<file path="config.mk">
export PLATFORM = sky130hd
export DESIGN_NAME = arb_rr_4_flat
export DESIGN_NICKNAME = d
export VERILOG_FILES = /design/src/rtl/arb_pkg.sv /design/src/rtl/arb_rr_4_if.sv /design/src/rtl/arb_enc_4to2.sv /design/src/rtl/arb_rr_4.sv /design/src/flat_wrapper.sv
export SDC_FILE = /design/constraint.sdc
export NUM_CORES = 1
export LEC_CHECK = 0
export BUFFER_PORTS_ARGS = -buffer_cell sky130_fd_sc_hd__clkbuf_2
export CORE_UTILIZATION = 35
export DETAILED_ROUTE_END_ITERATION = 10
export PLACE_DENSITY = 0.64
export SYNTH_ARGS = -nofsm -noshare
export SYNTH_HDL_FRONTEND = slang
export SYNTH_SLANG_ARGS = --single-unit
</file>
<file path="constraint.sdc">
create_clock -name clk -period 3.3 [get_ports clk]
set_input_delay 0 -clock clk [delete_from_list [all_inputs] [get_ports clk]]
set_output_delay 0 -clock clk [all_outputs]
set_load 0.01 [all_outputs]
</file>
<file path="src/rtl/arb_pkg.sv">
// -----------------------------------------------------------------------------
// arb_pkg -- shared definitions for the 4-way round-robin arbiter.
//
// Contents:
//   ARB_N       number of requesters (4)
//   ARB_IDX_W   width of a requester index (2)
//   HOLD_CNT_W  width of the grant-length counter used when ARB_TIMEOUT_EN
//               is defined (8)
//   arb_state_t IDLE (no owner) / BUSY (one owner)
//   rr_pick     one-hot winner of a circular search starting at a pointer
// -----------------------------------------------------------------------------
package arb_pkg;

  localparam int ARB_N      = 4;
  localparam int ARB_IDX_W  = 2;
  localparam int HOLD_CNT_W = 8;

  typedef enum logic {
    IDLE = 1'b0,
    BUSY = 1'b1
  } arb_state_t;

  // Walking the candidates from last to first lets the earliest one in
  // search order overwrite any later match, so no break/flag is needed.
  function automatic logic [ARB_N-1:0] rr_pick(input logic [ARB_N-1:0]     req,
                                               input logic [ARB_IDX_W-1:0] ptr);
    logic [ARB_N-1:0]     pick;
    logic [ARB_IDX_W-1:0] idx;
    pick = '0;
    for (int k = ARB_N - 1; k >= 0; k--) begin
      idx = ptr + ARB_IDX_W'(k);
      if (req[idx]) begin
        pick      = '0;
        pick[idx] = 1'b1;
      end
    end
    return pick;
  endfunction

endpackage

</file>
<file path="src/rtl/arb_rr_4_if.sv">
// -----------------------------------------------------------------------------
// arb_rr_4_if -- request/grant bundle between requesters and arb_rr_4.
//
// Signals:
//   req      [3:0] level-sensitive request vector, bit i = requester i
//   done           current owner releases the resource this cycle
//   gnt      [3:0] one-hot grant (zero when no owner)
//   gnt_idx  [1:0] binary index of the owner, holds its last value when idle
//   gnt_vld        high while a grant is active
//   tmo            one-cycle pulse after a forced (timeout) release
//
// Modports:
//   master  requester side (drives req/done)
//   slave   arbiter side   (drives gnt/gnt_idx/gnt_vld/tmo)
// -----------------------------------------------------------------------------
interface arb_rr_4_if;
  import arb_pkg::*;

  logic [ARB_N-1:0]     req;
  logic                 done;
  logic [ARB_N-1:0]     gnt;
  logic [ARB_IDX_W-1:0] gnt_idx;
  logic                 gnt_vld;
  logic                 tmo;

  modport master (
    output req,
    output done,
    input  gnt,
    input  gnt_idx,
    input  gnt_vld,
    input  tmo
  );

  modport slave (
    input  req,
    input  done,
    output gnt,
    output gnt_idx,
    output gnt_vld,
    output tmo
  );

endinterface

</file>
<file path="src/rtl/arb_enc_4to2.sv">
// -----------------------------------------------------------------------------
// arb_enc_4to2 -- combinational one-hot to binary encoder.
//
// Ports:
//   onehot [3:0] in   one-hot (or zero) vector
//   idx    [1:0] out  binary index of the set bit (0 when onehot is zero)
// -----------------------------------------------------------------------------
module arb_enc_4to2
  import arb_pkg::*;
(
  input  logic [ARB_N-1:0]     onehot,
  output logic [ARB_IDX_W-1:0] idx
);

  // OR-based encoding is exact for one-hot inputs, which is all the
  // arbiter ever feeds in.
  assign idx[0] = onehot[1] | onehot[3];
  assign idx[1] = onehot[2] | onehot[3];

endmodule

</file>
<file path="src/rtl/arb_rr_4.sv">
// -----------------------------------------------------------------------------
// arb_rr_4 -- 4-requester round-robin arbiter with registered grant and
// zero-bubble handover between owners.
//
// Parameters:
//   HOLD_MAX  maximum grant length in cycles (1..255); only has an effect
//             when the ARB_TIMEOUT_EN macro is defined
//
// Ports:
//   clk  in   rising-edge clock
//   rst  in   synchronous active-high reset
//   bus  slave modport of arb_rr_4_if (req/done in, gnt/gnt_idx/gnt_vld/tmo out)
//
// Build option:
//   ARB_TIMEOUT_EN  adds an 8-bit hold counter that forces a release after
//                   HOLD_MAX cycles and pulses tmo; without it grants are
//                   unbounded and tmo is tied low.
// -----------------------------------------------------------------------------
module arb_rr_4
  import arb_pkg::*;
#(
  parameter int HOLD_MAX = 15
) (
  input  logic      clk,
  input  logic      rst,
  arb_rr_4_if.slave bus
);

  // Out-of-range hold limits are rejected at elaboration in every build.
  if (HOLD_MAX < 1 || HOLD_MAX > 255) begin : g_hold_max_range
    $error("arb_rr_4: HOLD_MAX must be in 1..255");
  end

  arb_state_t           state;
  arb_state_t           next_state;
  logic [ARB_N-1:0]     gnt_q;
  logic [ARB_N-1:0]     next_gnt;
  logic [ARB_IDX_W-1:0] idx_q;
  logic [ARB_IDX_W-1:0] next_idx;
  logic [ARB_IDX_W-1:0] ptr_q;
  logic [ARB_IDX_W-1:0] next_ptr;
  logic [ARB_IDX_W-1:0] rel_ptr;
  logic [ARB_N-1:0]     pick_idle;
  logic [ARB_N-1:0]     pick_rel;
  logic                 release_now;
  logic                 new_grant;
  logic                 hold_expired;

  // After a release the search restarts just past the old owner, which
  // automatically makes the old owner the last candidate.
  assign rel_ptr   = idx_q + ARB_IDX_W'(1);
  assign pick_idle = rr_pick(bus.req, ptr_q);
  assign pick_rel  = rr_pick(bus.req, rel_ptr);

  // done and a dropped request together still make a single release.
  assign release_now = bus.done | ~bus.req[idx_q] | hold_expired;

  arb_enc_4to2 u_enc (
    .onehot (next_gnt),
    .idx    (next_idx)
  );

  // State and grant registers; gnt_idx only loads on a new grant so it
  // keeps the last owner's index while idle.
  always_ff @(posedge clk) begin
    if (rst) begin
      state <= IDLE;
      gnt_q <= '0;
      idx_q <= '0;
      ptr_q <= '0;
    end else begin
      state <= next_state;
      gnt_q <= next_gnt;
      ptr_q <= next_ptr;
      if (new_grant) begin
        idx_q <= next_idx;
      end
    end
  end

  // Next-state logic: arbitrate from IDLE, or on release arbitrate again
  // in the same edge so a waiting requester takes over with no gap.
  always_comb begin
    next_state = state;
    next_gnt   = gnt_q;
    next_ptr   = ptr_q;
    new_grant  = 1'b0;
    case (state)
      IDLE: begin
        if (|bus.req) begin
          next_gnt   = pick_idle;
          next_state = BUSY;
          new_grant  = 1'b1;
        end
      end
      BUSY: begin
        if (release_now) begin
          next_ptr = rel_ptr;
          if (|pick_rel) begin
            next_gnt  = pick_rel;
            new_grant = 1'b1;
          end else begin
            next_gnt   = '0;
            next_state = IDLE;
          end
        end
      end
      default: begin
        next_gnt   = '0;
        next_state = IDLE;
      end
    endcase
  end

`ifdef ARB_TIMEOUT_EN
  localparam logic [HOLD_CNT_W-1:0] HOLD_LAST = HOLD_CNT_W'(HOLD_MAX - 1);

  logic [HOLD_CNT_W-1:0] hold_cnt;
  logic                  tmo_q;

  // The counter reads 0 in the first cycle of a tenure, so reaching
  // HOLD_MAX-1 means the owner has already held for HOLD_MAX cycles.
  assign hold_expired = (state == BUSY) && (hold_cnt == HOLD_LAST);

  // Hold counter restarts on every grant (including a re-grant of the
  // same requester) and counts each cycle spent in BUSY.
  always_ff @(posedge clk) begin
    if (rst) begin
      hold_cnt <= '0;
    end else if (new_grant || next_state == IDLE) begin
      hold_cnt <= '0;
    end else if (state == BUSY) begin
      hold_cnt <= hold_cnt + HOLD_CNT_W'(1);
    end
  end

  // tmo flags only releases caused by the limit alone; an owner that
  // finishes or drops its request on the same edge left voluntarily.
  always_ff @(posedge clk) begin
    if (rst) begin
      tmo_q <= 1'b0;
    end else begin
      tmo_q <= hold_expired & ~bus.done & bus.req[idx_q];
    end
  end
`else
  assign hold_expired = 1'b0;
`endif

  // Output logic: everything leaving the block comes straight from registers.
  always_comb begin
    bus.gnt     = gnt_q;
    bus.gnt_idx = idx_q;
    bus.gnt_vld = (state == BUSY);
`ifdef ARB_TIMEOUT_EN
    bus.tmo     = tmo_q;
`else
    bus.tmo     = 1'b0;
`endif
  end

endmodule

</file>
<file path="src/flat_wrapper.sv">
// flat-port wrapper written by rule: the top's interface ports become plain ports
module arb_rr_4_flat import arb_pkg::*;
#(
  parameter int HOLD_MAX = 15
)
  (clk, rst, bus_req, bus_done, bus_gnt, bus_gnt_idx, bus_gnt_vld, bus_tmo);
  arb_rr_4_if bus_i ();
  input  logic clk;
  input  logic rst;
  input wire logic [$bits(bus_i.req)-1:0] bus_req;
  input wire logic [$bits(bus_i.done)-1:0] bus_done;
  output wire logic [$bits(bus_i.gnt)-1:0] bus_gnt;
  output wire logic [$bits(bus_i.gnt_idx)-1:0] bus_gnt_idx;
  output wire logic [$bits(bus_i.gnt_vld)-1:0] bus_gnt_vld;
  output wire logic [$bits(bus_i.tmo)-1:0] bus_tmo;
  assign bus_i.req = bus_req;
  assign bus_i.done = bus_done;
  assign bus_gnt = bus_i.gnt;
  assign bus_gnt_idx = bus_i.gnt_idx;
  assign bus_gnt_vld = bus_i.gnt_vld;
  assign bus_tmo = bus_i.tmo;
  arb_rr_4 #(.HOLD_MAX(HOLD_MAX)) u_core (.clk(clk), .rst(rst), .bus(bus_i));
endmodule
</file>
After elaboration in Yosys (flattened, before gate mapping)
Index checks and enable logic that the tools add are counted.
{"block": "totals", "romBits": 0, "latch_bits": 0, "regBits": 9, "out_inout_bits": 8, "ram_bits": 0, "mem_count": 0}
{"block": "op_classes", "addsub": 7, "shift": 0, "n_div": 0, "n_reduce_logical": 12, "mux": 52, "multipliers": 0, "n_lt_le_gt_ge": 17, "n_bitwise": 5, "n_eq_ne": 2}
{"cell": "2-to-1 mux 4 bit", "count": 11}
{"cell": "< comparator 2 x 3 -> 1 bit (second input constant)", "count": 9}
{"cell": "2-to-1 mux 1 bit", "count": 21}
{"cell": "binary-select mux 1 bit (select 2 bit)", "count": 9}
{"cell": "demux 1 bit (select 2 bit)", "count": 8}
{"cell": "greater-or-equal comparator 2 x 1 -> 1 bit (second input constant)", "count": 8}
{"cell": "adder 2 bit (second input constant)", "count": 4}
{"cell": "logical AND 1 bit", "count": 8}
{"cell": "one-hot mux 4 bit (2 select lines)", "count": 1}
{"cell": "OR reduction 4 bit", "count": 2}
{"cell": "adder 2 x 1 -> 2 bit (second input constant)", "count": 3}
{"cell": "one-hot mux 1 bit (2 select lines)", "count": 2}
{"cell": "AND reduction 2 bit", "count": 2}
{"cell": "bitwise OR 1 bit", "count": 3}
{"cell": "inequality test 2 x 1 -> 1 bit (second input constant)", "count": 1}
{"cell": "inequality test 2 bit (second input constant)", "count": 1}
{"cell": "NOT 1 bit", "count": 2}

Logic depth before layout (Yosys ltp)
{"block": "depth", "depth_word": 15, "mapped_depth": 12, "depth_no_buf": 9}

Cells and area by module
From an unflattened synthesis, not the netlist that was laid out.
{"block": "unflattened", "hier_cells": 138, "area_unflattened_um2": 1242.4}
{"module": "arb_rr_4", "area_each_um2": 1229.9, "seq_area_each_um2": 180.2, "instances": 1, "cells_each": 136}
{"module": "arb_enc_4to2", "area_each_um2": 12.5, "seq_area_each_um2": 0.0, "instances": 1, "cells_each": 2}

Least setup slack after synthesis
Ideal clock, no wire load.
{"block": "synth_timing", "path_kind": "flip-flop to flip-flop", "startpoint": "register u_core.idx_q[0], in the netlist u_core.bus.gnt_idx[0]", "endpoint": "register u_core.state, in the netlist u_core.bus.gnt_vld", "setup_time_ns": 0.130, "setup_slack_ns": 0.263, "arrival_time_ns": 2.907, "t_required_ns": 3.170, "stages_incl_launch_ff": 12, "synth_period_minus_slack_ns": 3.037, "n_path_buf": 2, "path_cell_list": "dfxtp_1 buf_4 inv_1 ha_1 buf_6 mux4_2 and2_1 o21ai_0 a21oi_2 or4_1 o21ai_1 a21oi_1"}
{"block": "synth_via", "elab_chain_len": 14, "word_cells_on_any_way": 44}
{"element": "start: declaration", "line_no": "arb_rr_4.sv:38", "source": "logic [ARB_IDX_W-1:0] idx_q;"}
{"element": "start signal: assignment", "line_no": "arb_rr_4.sv:76", "source": "idx_q <= next_idx;"}
{"element": "adder 2 x 1 -> 2 bit *", "line_no": "arb_rr_4.sv:51", "source": "assign rel_ptr = idx_q + ARB_IDX_W'(1);"}
{"element": "net u_core.rel_ptr[0]", "line_no": "arb_rr_4.sv:42", "source": "logic [ARB_IDX_W-1:0] rel_ptr;"}
{"element": "adder 2 bit", "line_no": "arb_pkg.sv:31", "source": "idx = ptr + ARB_IDX_W'(k);"}
{"element": "< comparator 2 x 3 -> 1 bit (not written as such) or greater-or-equal comparator 2 x 1 -> 1 bit (tied branches)", "line_no": "arb_pkg.sv:34", "source": "pick[idx] = 1'b1;"}
{"element": "logical AND 1 bit (not written as such)", "line_no": "arb_pkg.sv:34"}
{"element": "2-to-1 mux 1 bit (not written as such)", "line_no": "arb_pkg.sv:34"}
{"element": "demux 1 bit (select 2 bit)"}
{"element": "2-to-1 mux 4 bit (3 in series)", "line_no": "arb_pkg.sv:32", "source": "if (req[idx]) begin"}
{"element": "2-to-1 mux 4 bit *", "line_no": "arb_pkg.sv:32"}
{"element": "OR reduction 4 bit *", "line_no": "arb_rr_4.sv:99", "source": "if (|pick_rel) begin"}
{"element": "2-to-1 mux 1 bit *", "line_no": "arb_rr_4.sv:99"}
{"element": "2-to-1 mux 1 bit *", "line_no": "arb_rr_4.sv:97", "source": "if (release_now) begin"}
{"element": "one-hot mux 1 bit (2 select lines) *", "line_no": "arb_rr_4.sv:88", "source": "case (state)"}
{"element": "end signal: assignment", "line_no": "arb_rr_4.sv:72", "source": "state <= next_state;"}
{"element": "end: declaration", "line_no": "arb_rr_4.sv:34", "source": "arb_state_t state;"}
The timed path passes the listed nets; every way through them passes the cells marked *. The select of a mux whose other input is x is not followed.
A chain may end at the register's enable or synchronous reset.

Worst setup path after layout
{"block": "layout_timing", "startpoint": "register u_core.idx_q[1], in the netlist u_core.bus.gnt_idx[1]", "endpoint": "register u_core.state, in the netlist u_core.bus.gnt_vld"}
The elaborated chain is that of the path after synthesis.

==> run_results.csv <==
group,metric,value,unit
synth,yosys.area.top_type_share,0.142,
synth,ys_warn_count,0,
setup_path,critical-path-top-delay-family,"simple AND/OR/NAND/NOR gates",
setup_path,cp.arrival,3.14,ns
cts,cts_resized,0,
cts,clkSinkCount,9,
setup_path,critPathMostFrequentCell,"or4_1",
synth,syn_nets,181,
global_routing,grt_pass1_wl,5.13,mm
global_routing,overflow,0,
setup_path,worst-endpoint-required,3.41,ns
synth,synth-seq-cells,9,
routing,routed_wl,3.13,mm
setup_path,critical_path.startpoint,"u_core.bus.gnt_idx[1]",
setup_path,cpPeakStageDelay,0.51,ns
placed_design,place_area,1400,um^2
timing,slew_violations,0,
die,fp-row-count,21,
synth,postSynthAreaPerCell,8.29,um^2
synth,syn_inst,159,
routing,viasPerCell,5.83,
finish,syn_to_final_growth,9.69,%
cts,cts_tree,"done",
die,core,3470,um^2
timing,worstMarginPinSlew,0.500,ns
synth,synth_seq_area_share,0.137,
setup_path,crit_chain,"inv_1 > ha_1 > mux4_2 > or4_1 > o311ai_2 > a21oi_2 > or4_1 > o21ai_1 > a21oi_1",
die,die_area,4010,um^2
synth,ys.flop_type,"dfxtp_1",
die,io_pins,15,
synth,syn_area,1320,um^2
synth,synth-edff-count,0,
timing,fin_worst_skew,0.00607,ns
die,fp.dieH,63.4,um
setup_path,rr_startpoint,"u_core.bus.gnt_idx[1]",
global_routing,antenna_found_initial,0,
power_and_ir_drop,powerDensity,884,nW/um^2
timing,slew_headroom,0.664,
timing,tns,0,ns
cts,clk_latency,0.24,ns
synth,yosys.area.top_type,"ha_1",
routing,vias,1247,
global_routing,grt_max_degree,17,
cts,cts_hold_buf,0,
run_status,status,"complete, no violations",
cts,cts-root-buf,"clkbuf_8",
timing,finalSetupViolations,0,
placed_design,gp_congestion,0.940,
die,initial_utilization,0.380,
die,die-width,63.4,um
timing,rsz0062_at_grt,"false",
finish,num_antenna_cells,0,
routing,post-route-drc-count,0,
cts,cts_setup_buffers,0,
flow_run,maxCapViolations,0,
finish,finalNetCount,191,
setup_path,worstPathMaxFanout,12,
cts,path_clk_slew,0.05,ns
finish,fin_area,1450,um^2
cts,cts_buffer_depth,2,
finish,nFillCells,356,
setup_path,critPathBufInv,1,
placed_design,hpwlAfterDp,2.38,mm
routing,top_layer,"met4",
placed_design,port_buffers,13,
power_and_ir_drop,leakagePower,0.615,nW
routing,routedWlPerCell,14.6,um
timing,fin_crit,3.03,ns
global_routing,grt_pass1_vias,1144,
routing,ant_nets,0,
hold_path,hold_class,"in2reg",
routing,met3_length,139,um
routing,first_pass_iters,5,
routing,drt_iter0_drc,100,
cts,cts_made_buffers,3,
timing,max_freq,0.330,GHz
setup_path,critPathKind,"reg2reg",
global_routing,grt_usage,0.160,
finish,drive_gt1_frac,0.208,
synth,synth_area_leaders,"ha_1, dfxtp_1, mux2i_1, mux4_2, mux2_2",
setup_path,crit_path_start_kind,"register",
power_and_ir_drop,power,1.28,mW
timing,hold_viol_final,0,
timing,finalCritPeriodShare,0.918,
synth,async_flop_share,0,
power_and_ir_drop,irDropWorstVdd,0.277,mV
routing,dr_wl_met2,1.49,mm
routing,wl_met1,1.45,mm
cts,htree_levels,1,
synth,netlist-cell-type-count,48,
hold_path,worstHoldStart,"rst",
setup_path,critPathSlowestCell,"or4_1",
setup_path,worstSetupEndpointType,"register",
[flip-flops by register name, summed over array words and instances, names as in the netlist]
| signal | count |
|---|---|
| u_core.bus.gnt | 4 |
| u_core.bus.gnt_idx | 2 |
| u_core.ptr_q | 2 |
| u_core.bus.gnt_vld | 1 |
[worst paths after layout]
path	endpoint	slack, ns	cells past startpoint
setup reg to reg	u_core.bus.gnt_vld	0.27	9
setup / recovery	u_core.bus.gnt_vld	0.27	9
hold / removal	u_core.ptr_q[1]	0.06	2
hold reg to reg	u_core.bus.gnt[0]	0.56	2
[stage by stage]
step / hold slack (ns) / setup WS (ns) / instances / util
3_5_place_dp: 0.294 / 0.286 / 210 / 0.403
5_1_grt: 0.0651 / 0.0787 / 214 / 0.417
4_1_cts: 0.0454 / 0.277 / 214 / 0.417
6_report: 0.0601 / 0.272 / 214 / 0.417
3_3_place_gp: 0.294 / 0.416 / 210 / 0.403
2_1_floorplan: 0.273 / 0.263 / 159 / -
[placed cells by master, fill, tap and decap left out, drive strengths merged, types with 2 or more instances in the layout]
| master | instances |
|---|---|
| a31o | 2 |
| a21oi | 10 |
| o21bai | 2 |
| mux2i | 9 |
| nand3 | 2 |
| or2 | 3 |
| nor2 | 10 |
| nand2b | 2 |
| o22ai | 4 |
| dfxtp | 9 |
| buf | 2 |
| ha | 15 |
| nor3 | 6 |
| nand2 | 13 |
| a211oi | 2 |
| mux4 | 5 |
| clkbuf | 16 |
| inv | 11 |
| and2 | 3 |
| o21ai | 6 |
| o31ai | 2 |
| mux2 | 7 |
| a221oi | 3 |
| a31oi | 5 |
| or4 | 3 |
| a2bb2oi | 2 |
[logic make-up after synthesis]
logic type | after synthesis | synth area share
simple gates | 46 | 0.176
other cells | 1 | 0.00285
buf+inv | 21 | 0.0741
mux | 21 | 0.217
fa+ha+maj | 15 | 0.142
compound gates | 46 | 0.252
flops | 9 | 0.137
[power by group]
group          internal [mW]  switching (mW)
sequential             0.149          0.0463
combinational          0.412           0.541
clock                 0.0826          0.0475
total                  0.643           0.635
[worst register-to-register path, delay by kind of cell (launching register included)]
kind                     cells  cell delay (ns)
AND/OR/NAND/NOR              2             0.97
multiplexers                 1             0.49
adder cells (fa/ha/maj)      1             0.48
AO/OA/AOI/OAI                4             0.39
flip-flops                   1             0.42
buffers and inverters        1             0.16
[cell usage after synthesis, types with 3 or more instances]
library cell and instances:
nor2_1 10, a31oi_1 5, mux4_2 4, inv_1 11
or4_1 3, nor3_1 5, clkbuf_1 3, buf_2 3
and2_1 3, a21oi_1 9, a221oi_1 3, mux2_2 6
nand2_1 13, ha_1 15, o21ai_0 5, mux2i_1 9
o22ai_1 4, dfxtp_1 9
[cell type report]
cell class	instances	area, um^2	area share
timing repair buffer	15	80.1	0.0554
tap	46	57.6	0.0398
clock buffer	3	41.3	0.0286
sequential	9	180	0.125
multi-input combinational	129	1040	0.719
inverter	11	41.3	0.0286
clock inverter	1	5.00	0.00346
[layer usage]
layer	vias up	track usage
li1	610	-
met3	6	0.0199
met2	41	0.273
met4	0	0.0739
met1	590	0.197
met5	-	0
(Power assumes the default switching activity.)
